**config.mk**
```make
export PLATFORM = sky130hd
export DESIGN_NAME = dmem_mmio
export DESIGN_NICKNAME = d
export VERILOG_FILES = /design/src/rtl/dmem_mmio_pkg.sv /design/src/rtl/dmem_mmio_uart_tx.sv /design/src/rtl/dmem_mmio.sv
export SDC_FILE = /design/constraint.sdc
export NUM_CORES = 2
export LEC_CHECK = 0
export ABC_AREA = 1
export CORE_MARGIN = 8
export CORE_UTILIZATION = 47
export CTS_CLUSTER_SIZE = 16
export DETAILED_ROUTE_END_ITERATION = 16
export PLACE_DENSITY = 0.61
export SETUP_SLACK_MARGIN = 0.5
export SLEW_MARGIN = 10
export SYNTH_ARGS = -nofsm -noshare
export SYNTH_HDL_FRONTEND = slang
export SYNTH_SLANG_ARGS = --single-unit
export TNS_END_PERCENT = 10
```
**constraint.sdc**
```tcl
create_clock -name clk -period 8.2 [get_ports clk]
set_input_delay 1.64 -clock clk [delete_from_list [all_inputs] [get_ports clk]]
set_output_delay 1.64 -clock clk [all_outputs]
set_load 0.1 [all_outputs]
```
**src/rtl/dmem_mmio_pkg.sv**
```systemverilog
// Shared definitions for the data-memory / MMIO block: I/O register addresses,
// STATUS bit positions and UART transmitter state encoding.
package dmem_mmio_pkg;

    localparam logic [31:0] ADDR_LED    = 32'h8000_0000;
    localparam logic [31:0] ADDR_CYCLE  = 32'h8000_0004;
    localparam logic [31:0] ADDR_TXDATA = 32'h8000_0008;
    localparam logic [31:0] ADDR_STATUS = 32'h8000_000C;

    localparam int STAT_FULL  = 0;
    localparam int STAT_EMPTY = 1;
    localparam int STAT_BUSY  = 2;
    localparam int STAT_OVF   = 3;

    typedef enum logic [1:0] {
        TX_IDLE  = 2'd0,
        TX_START = 2'd1,
        TX_DATA  = 2'd2,
        TX_STOP  = 2'd3
    } tx_state_t;

    // Word-granular address match: the two byte-offset bits never take part.
    function automatic logic addr_hit(input logic [31:0] addr, input logic [31:0] base);
        return (addr & ~32'h3) == base;
    endfunction

endpackage

```
**src/rtl/dmem_mmio_uart_tx.sv**
```systemverilog
// UART transmitter: small byte FIFO feeding an 8N1 serialiser, with a sticky
// overflow flag for pushes that arrive while the FIFO is full.
module dmem_mmio_uart_tx
    import dmem_mmio_pkg::*;
#(
    parameter int CLKS_PER_BIT = 16,
    parameter int FIFO_DEPTH   = 4
) (
    input  logic       clk,
    input  logic       reset,
    input  logic       push,
    input  logic [7:0] push_data,
    input  logic       ovf_clr,
    output logic       full,
    output logic       empty,
    output logic       busy,
    output logic       ovf,
    output logic       uart_tx
);

    localparam int PW = (FIFO_DEPTH > 1) ? $clog2(FIFO_DEPTH) : 1;
    localparam int BW = $clog2(CLKS_PER_BIT);

    logic [7:0]    fifo_mem [FIFO_DEPTH];
    logic [PW-1:0] wr_ptr;
    logic [PW-1:0] rd_ptr;
    logic [PW:0]   count;

    tx_state_t     state;
    tx_state_t     state_d;
    logic [BW-1:0] baud_cnt;
    logic [BW-1:0] baud_d;
    logic [2:0]    bit_idx;
    logic [2:0]    bit_d;
    logic [7:0]    shreg;
    logic [7:0]    shreg_d;
    logic          tx_q;
    logic          tx_d;
    logic          pop;
    logic          push_ok;
    logic          baud_done;

    assign full      = (count == (PW+1)'(FIFO_DEPTH));
    assign empty     = (count == '0);
    assign busy      = (state != TX_IDLE);
    assign uart_tx   = tx_q;
    assign push_ok   = push && !full;
    assign baud_done = (baud_cnt == BW'(CLKS_PER_BIT - 1));

    always_ff @(posedge clk) begin
        if (push_ok) begin
            fifo_mem[wr_ptr] <= push_data;
        end
    end

    // A pop never frees room for a push in the same cycle: fullness is judged
    // on the count before this edge.
    always_ff @(posedge clk) begin
        if (reset) begin
            wr_ptr <= '0;
            rd_ptr <= '0;
            count  <= '0;
            ovf    <= 1'b0;
        end else begin
            if (push_ok) begin
                wr_ptr <= wr_ptr + 1'b1;
            end
            if (pop) begin
                rd_ptr <= rd_ptr + 1'b1;
            end
            case ({push_ok, pop})
                2'b10:   count <= count + 1'b1;
                2'b01:   count <= count - 1'b1;
                default: count <= count;
            endcase
            if (ovf_clr) begin
                ovf <= 1'b0;
            end else if (push && full) begin
                ovf <= 1'b1;
            end
        end
    end

    always_ff @(posedge clk) begin
        if (reset) begin
            state    <= TX_IDLE;
            baud_cnt <= '0;
            bit_idx  <= '0;
            shreg    <= '0;
            tx_q     <= 1'b1;
        end else begin
            state    <= state_d;
            baud_cnt <= baud_d;
            bit_idx  <= bit_d;
            shreg    <= shreg_d;
            tx_q     <= tx_d;
        end
    end

    // The line level is registered from the next state so each bit appears
    // exactly on the edge the FSM enters it.
    always_comb begin
        state_d = state;
        baud_d  = baud_cnt;
        bit_d   = bit_idx;
        shreg_d = shreg;
        pop     = 1'b0;
        case (state)
            TX_IDLE: begin
                if (!empty) begin
                    pop     = 1'b1;
                    shreg_d = fifo_mem[rd_ptr];
                    baud_d  = '0;
                    state_d = TX_START;
                end
            end
            TX_START: begin
                if (baud_done) begin
                    baud_d  = '0;
                    bit_d   = '0;
                    state_d = TX_DATA;
                end else begin
                    baud_d = baud_cnt + 1'b1;
                end
            end
            TX_DATA: begin
                if (baud_done) begin
                    baud_d = '0;
                    if (bit_idx == 3'd7) begin
                        state_d = TX_STOP;
                    end else begin
                        bit_d   = bit_idx + 1'b1;
                        shreg_d = {1'b0, shreg[7:1]};
                    end
                end else begin
                    baud_d = baud_cnt + 1'b1;
                end
            end
            TX_STOP: begin
                if (baud_done) begin
                    baud_d  = '0;
                    state_d = TX_IDLE;
                end else begin
                    baud_d = baud_cnt + 1'b1;
                end
            end
            default: state_d = TX_IDLE;
        endcase
        case (state_d)
            TX_START: tx_d = 1'b0;
            TX_DATA:  tx_d = shreg_d[0];
            default:  tx_d = 1'b1;
        endcase
    end

endmodule

```
**src/rtl/dmem_mmio.sv**
```systemverilog
// Data memory plus memory-mapped LED, cycle counter and UART registers behind
// the core's M stage; loads are answered combinationally in the same cycle.
module dmem_mmio
    import dmem_mmio_pkg::*;
#(
    parameter int MEM_WORDS    = 64,
    parameter int CLKS_PER_BIT = 16,
    parameter int FIFO_DEPTH   = 4
) (
    input  logic        clk,
    input  logic        reset,
    input  logic        we,
    input  logic [31:0] a,
    input  logic [31:0] wd,
    output logic [31:0] rd,
    output logic [7:0]  leds,
    output logic        uart_tx
);

    localparam int AW = $clog2(MEM_WORDS);

    logic [31:0]   ram [MEM_WORDS];
    logic [31:0]   cycle;
    logic [AW-1:0] ram_idx;
    logic          is_ram;
    logic          hit_led;
    logic          hit_cycle;
    logic          hit_txdata;
    logic          hit_status;
    logic          tx_full;
    logic          tx_empty;
    logic          tx_busy;
    logic          tx_ovf;
    logic [31:0]   status_word;

    assign is_ram     = (a < 32'(MEM_WORDS * 4));
    assign ram_idx    = a[AW+1:2];
    assign hit_led    = addr_hit(a, ADDR_LED);
    assign hit_cycle  = addr_hit(a, ADDR_CYCLE);
    assign hit_txdata = addr_hit(a, ADDR_TXDATA);
    assign hit_status = addr_hit(a, ADDR_STATUS);

    // RAM keeps its contents across reset, so it has no reset branch.
    always_ff @(posedge clk) begin
        if (we && is_ram) begin
            ram[ram_idx] <= wd;
        end
    end

    always_ff @(posedge clk) begin
        if (reset) begin
            leds  <= '0;
            cycle <= '0;
        end else begin
            if (we && hit_led) begin
                leds <= wd[7:0];
            end
            if (we && hit_cycle) begin
                cycle <= wd;
            end else begin
                cycle <= cycle + 32'd1;
            end
        end
    end

    dmem_mmio_uart_tx #(
        .CLKS_PER_BIT(CLKS_PER_BIT),
        .FIFO_DEPTH  (FIFO_DEPTH)
    ) u_uart_tx (
        .clk      (clk),
        .reset    (reset),
        .push     (we && hit_txdata),
        .push_data(wd[7:0]),
        .ovf_clr  (we && hit_status),
        .full     (tx_full),
        .empty    (tx_empty),
        .busy     (tx_busy),
        .ovf      (tx_ovf),
        .uart_tx  (uart_tx)
    );

    always_comb begin
        status_word             = '0;
        status_word[STAT_FULL]  = tx_full;
        status_word[STAT_EMPTY] = tx_empty;
        status_word[STAT_BUSY]  = tx_busy;
        status_word[STAT_OVF]   = tx_ovf;
    end

    always_comb begin
        rd = '0;
        if (is_ram) begin
            rd = ram[ram_idx];
        end else if (hit_led) begin
            rd = {24'b0, leds};
        end else if (hit_cycle) begin
            rd = cycle;
        end else if (hit_status) begin
            rd = status_word;
        end
    end

endmodule

```
==> results_dict.tcl <==
set metrics [dict create \
    cts_tree "yes" \
    clk_path_buf_depth 3 \
    cts.sinks 2148 \
    wl_per_cell_um 21.8 \
    final_nets 9224 \
    fin_util_pct 53.0 \
    cts_buffers 219 \
    dpl.hpwl_um 137000 \
    viasPerCell 5.28 \
    cts.clk_slew.worst_paths_ps 60 \
    route.top_layer_used "met5" \
    synthXorXnorAreaFrac_pct 0.297 \
    async_flop_share_pct 0 \
    core_area_mm2 0.194 \
    maxSlewHeadroom_pct 17.0 \
    critPathMaxFanout 206 \
    track_usage_pct 24.0 \
    die_width_um 457 \
    muxShareOfSynthArea_pct 0 \
    ys.flop_type "edfxtp_1" \
    synthesis.nets 9193 \
    place.gp.congestion 0.851 \
    ys_seq_area_share_pct 69.9 \
    synth.avg_cell_area_um2 10.0 \
    cts_resized 0 \
    area_growth_pct 12.5 \
    fp-row-count 162 \
    synth_top_family_by_area "simple AND/OR/NAND/NOR gates" \
    r2r-start "u_uart_tx.state[0]$_SDFF_PP0_" \
    fin_setup_tns_ps 0 \
    final.setup.worst_slack_ps 1420 \
    root_buffer "clkbuf_16" \
    seqPwrFrac_pct 52.1 \
    endpoint_kind "output port" \
    synthAdderAreaFrac_pct 0.145 \
    timing.final.hold_violations 0 \
    sw_frac_of_total_pct 23.1 \
    min_period_over_period_pct 82.7 \
    wl_met3_um 16600 \
    design.die.area_mm2 0.209 \
    die_h_um 457 \
    synth_edf_count 2080 \
    wl_met1_um 108000 \
    grt_max_degree 207 \
    clkLatencyLatePin_ps 880 \
    grt_pass1_wl_um 381000 \
    ys_types 35 \
    port_buffers 105 \
    arrival_ps 5140 \
    final_cell_area_mm2 0.103 \
    firstDrtPassIters 5 \
    hp-start "u_uart_tx.rd_ptr[1]$_SDFFE_PP0P_" \
    synth_cells 9116 \
    dpl_worst_slack_ps 1460 \
    synth_area_mm2 0.0914 \
    initial_core_util_pct 47.1 \
    cts_setup_buffers 0 \
    cp_data_required_time_ps 6560 \
    startpoint_type "input pin" \
    yosysWarnings 0 \
    cellPowerDensity_mw_per_mm2 226 \
    cts_hold_buf 0 \
    first_iter_violations 6305 \
    drive_gt1_share_pct 6.73 \
    rsz0062_at_grt "no" \
    synth-compound-area-share_pct 0.656 \
    p_sw_mw 5.37 \
    ant_nets 0 \
    dr_total_vias 62767 \
    status "complete, no violations" \
    slew_viol_final 0 \
    power_frac_clock_pct 41.5 \
    fin_crit_ps 6780 \
    worst-slew-pin-transition_ps 1240 \
    ctsHtreeMaxLevel 4 \
    drc 0 \
    pwr-share-comb_pct 6.5 \
    overflow 0 \
    synth-simple-area-share_pct 26.3 \
    drt-total-wl_um 259000 \
    worst_clock_skew_ps 14.5 \
    fmax_ghz 0.148 \
    grt_pass1_vias 59647 \
    dpl_cell_area_mm2 0.0958 \
    power.leakage_nw 42.2 \
    maxCapViolCount 0 \
    path_class "input pin to output port" \
    cp-startpoint "a[2]" \
    setup_violations 0 \
    ir_drop_mv 0.222 \
    ys_seq_elements 2148 \
    p_int_mw 17.8 \
    wl_met2_um 122000 \
    ios 108 \
    grt_antenna_before_repair 20 \
    hold_class "flip-flop to flip-flop" \
]
==> state kept, by name, summed over array words and instances (netlist names), 2 cells and up, named ones only <==
register,count
u_uart_tx.shreg,8
u_uart_tx.rd_ptr,2
cycle,32
leds,8
ram,2048
u_uart_tx.bit_idx,3
u_uart_tx.state,2
u_uart_tx.count,3
u_uart_tx.fifo_mem,32
u_uart_tx.baud_cnt,4
u_uart_tx.wr_ptr,2
==> power groups by stage <==
stage / logic (mW) / clock network, mW / registers, mW
final: 1.50 / 9.63 / 12.1
after detailed placement: 1.50 / 0 / 12.3
after CTS: 1.50 / 9.77 / 12.1
after floorplan: 0.850 / 0 / 12.3
after global placement: 1.48 / 0 / 12.3
after global routing: 1.66 / 10.2 / 12.1
==> routing by layer <==
layer | vias to the layer above | global-route usage (%)
met1 | 30279 | 32.3
li1 | 29847 | -
met2 | 2182 | 39.4
met4 | 6 | 10.7
met3 | 453 | 2.97
met5 | - | 0
==> per-stage QoR <==
stage | std cells | hold slack, ps | power (mW)
after detailed placement | 11467 | 450 | 13.8
after CTS | 11869 | 459 | 23.4
after global routing | 11871 | 485 | 23.9
final | 11877 | 453 | 23.2
after global placement | 11467 | 429 | 13.8
after floorplan | 9116 | 422 | 13.2
==> cell usage in the layout, fill, tap and decap left out, types with 3 or more instances in the layout <==
cell type / n
nand2_1: 5701
edfxtp_1: 2080
nor2_1: 221
clkbuf_16: 221
nand4_1: 160
buf_4: 150
inv_1: 88
dfxtp_1: 68
nor2_4: 66
buf_12: 57
nand3_1: 56
o21ai_0: 56
clkbuf_1: 55
clkinv_1: 53
a21oi_1: 39
clkdlybuf4s50_1: 38
clkinv_2: 37
buf_2: 32
xor2_1: 22
nor3_1: 16
bufinv_16: 14
xnor2_1: 9
ha_1: 9
o22ai_1: 8
diode_2: 7
inv_2: 6
nor2_2: 6
clkinv_16: 6
nor3_2: 5
o211ai_1: 5
clkbuf_8: 5
clkinv_8: 4
inv_8: 3
nand3b_1: 3
nor3_4: 3
nor4_1: 3
inv_6: 3
buf_8: 3
==> path summary, 6_finish.rpt <==
path                                          end  cells after the start  slack, ps
setup / recovery                           rd[24]                     16       1420
hold / removal                          flip-flop                      2        450
setup reg to reg  u_uart_tx.count[2]$_SDFFE_PP0P_                     10       5920
hold reg to reg                         flip-flop                      2        450
==> cells in the mapped netlist, types with 4 or more instances <==
master    instances  area [um^2]
o22ai_1           8         50.1
nor2_1          285         1070
nor2_2            5         31.3
clkbuf_1        153          574
nand3_1          56          280
nor4_1            4         25.0
ha_1              9          113
xnor2_1           9         78.8
nor3_1           19         95.1
nand2_1        5701        21400
dfxtp_1          68         1360
nor3_2            5         50.1
xor2_1           22          193
a21oi_1          39          195
buf_1            66          248
o21ai_0          56          280
edfxtp_1       2080        62500
buf_2           243         1220
inv_1            88          330
inv_2             9         33.8
buf_6             6         67.6
o211ai_1          5         37.5
nand4_1         160         1000
==> layout make-up <==
| cell class | count | area, um^2 |
|---|---|---|
| fillers | 16663 | 91200 |
| flip-flops and latches | 2148 | 63800 |
| multi-input cells | 6401 | 25600 |
| clock buffers | 281 | 5810 |
| well taps | 2542 | 3180 |
| repair buffers | 280 | 2850 |
| clock inverters | 121 | 1100 |
| inverters | 97 | 387 |
| diodes | 7 | 17.5 |
==> cells by family after synthesis <==
family | after synthesis
and+or+nand+nor | 6247
adders and majority gates | 10
AOI/OAI and AO/OA | 113
buffers and inverters | 567
DFF | 2148
xor gates and xnor gates | 31
==> critical path, stage by stage <==
cell and delay (ps):
buf_8 340, buf_12 700, buf_4 750, nand2_1 110, nand2_1 110, nand2_1 50
nand2_1 90, nand2_1 50, nand2_1 70, nand2_1 120, nand2_1 100, nor2_1 70
nand2_1 100, nand2_1 70, nand2_1 230, buf_12 210
No activity file was read; power rests on OpenSTA's default activity.
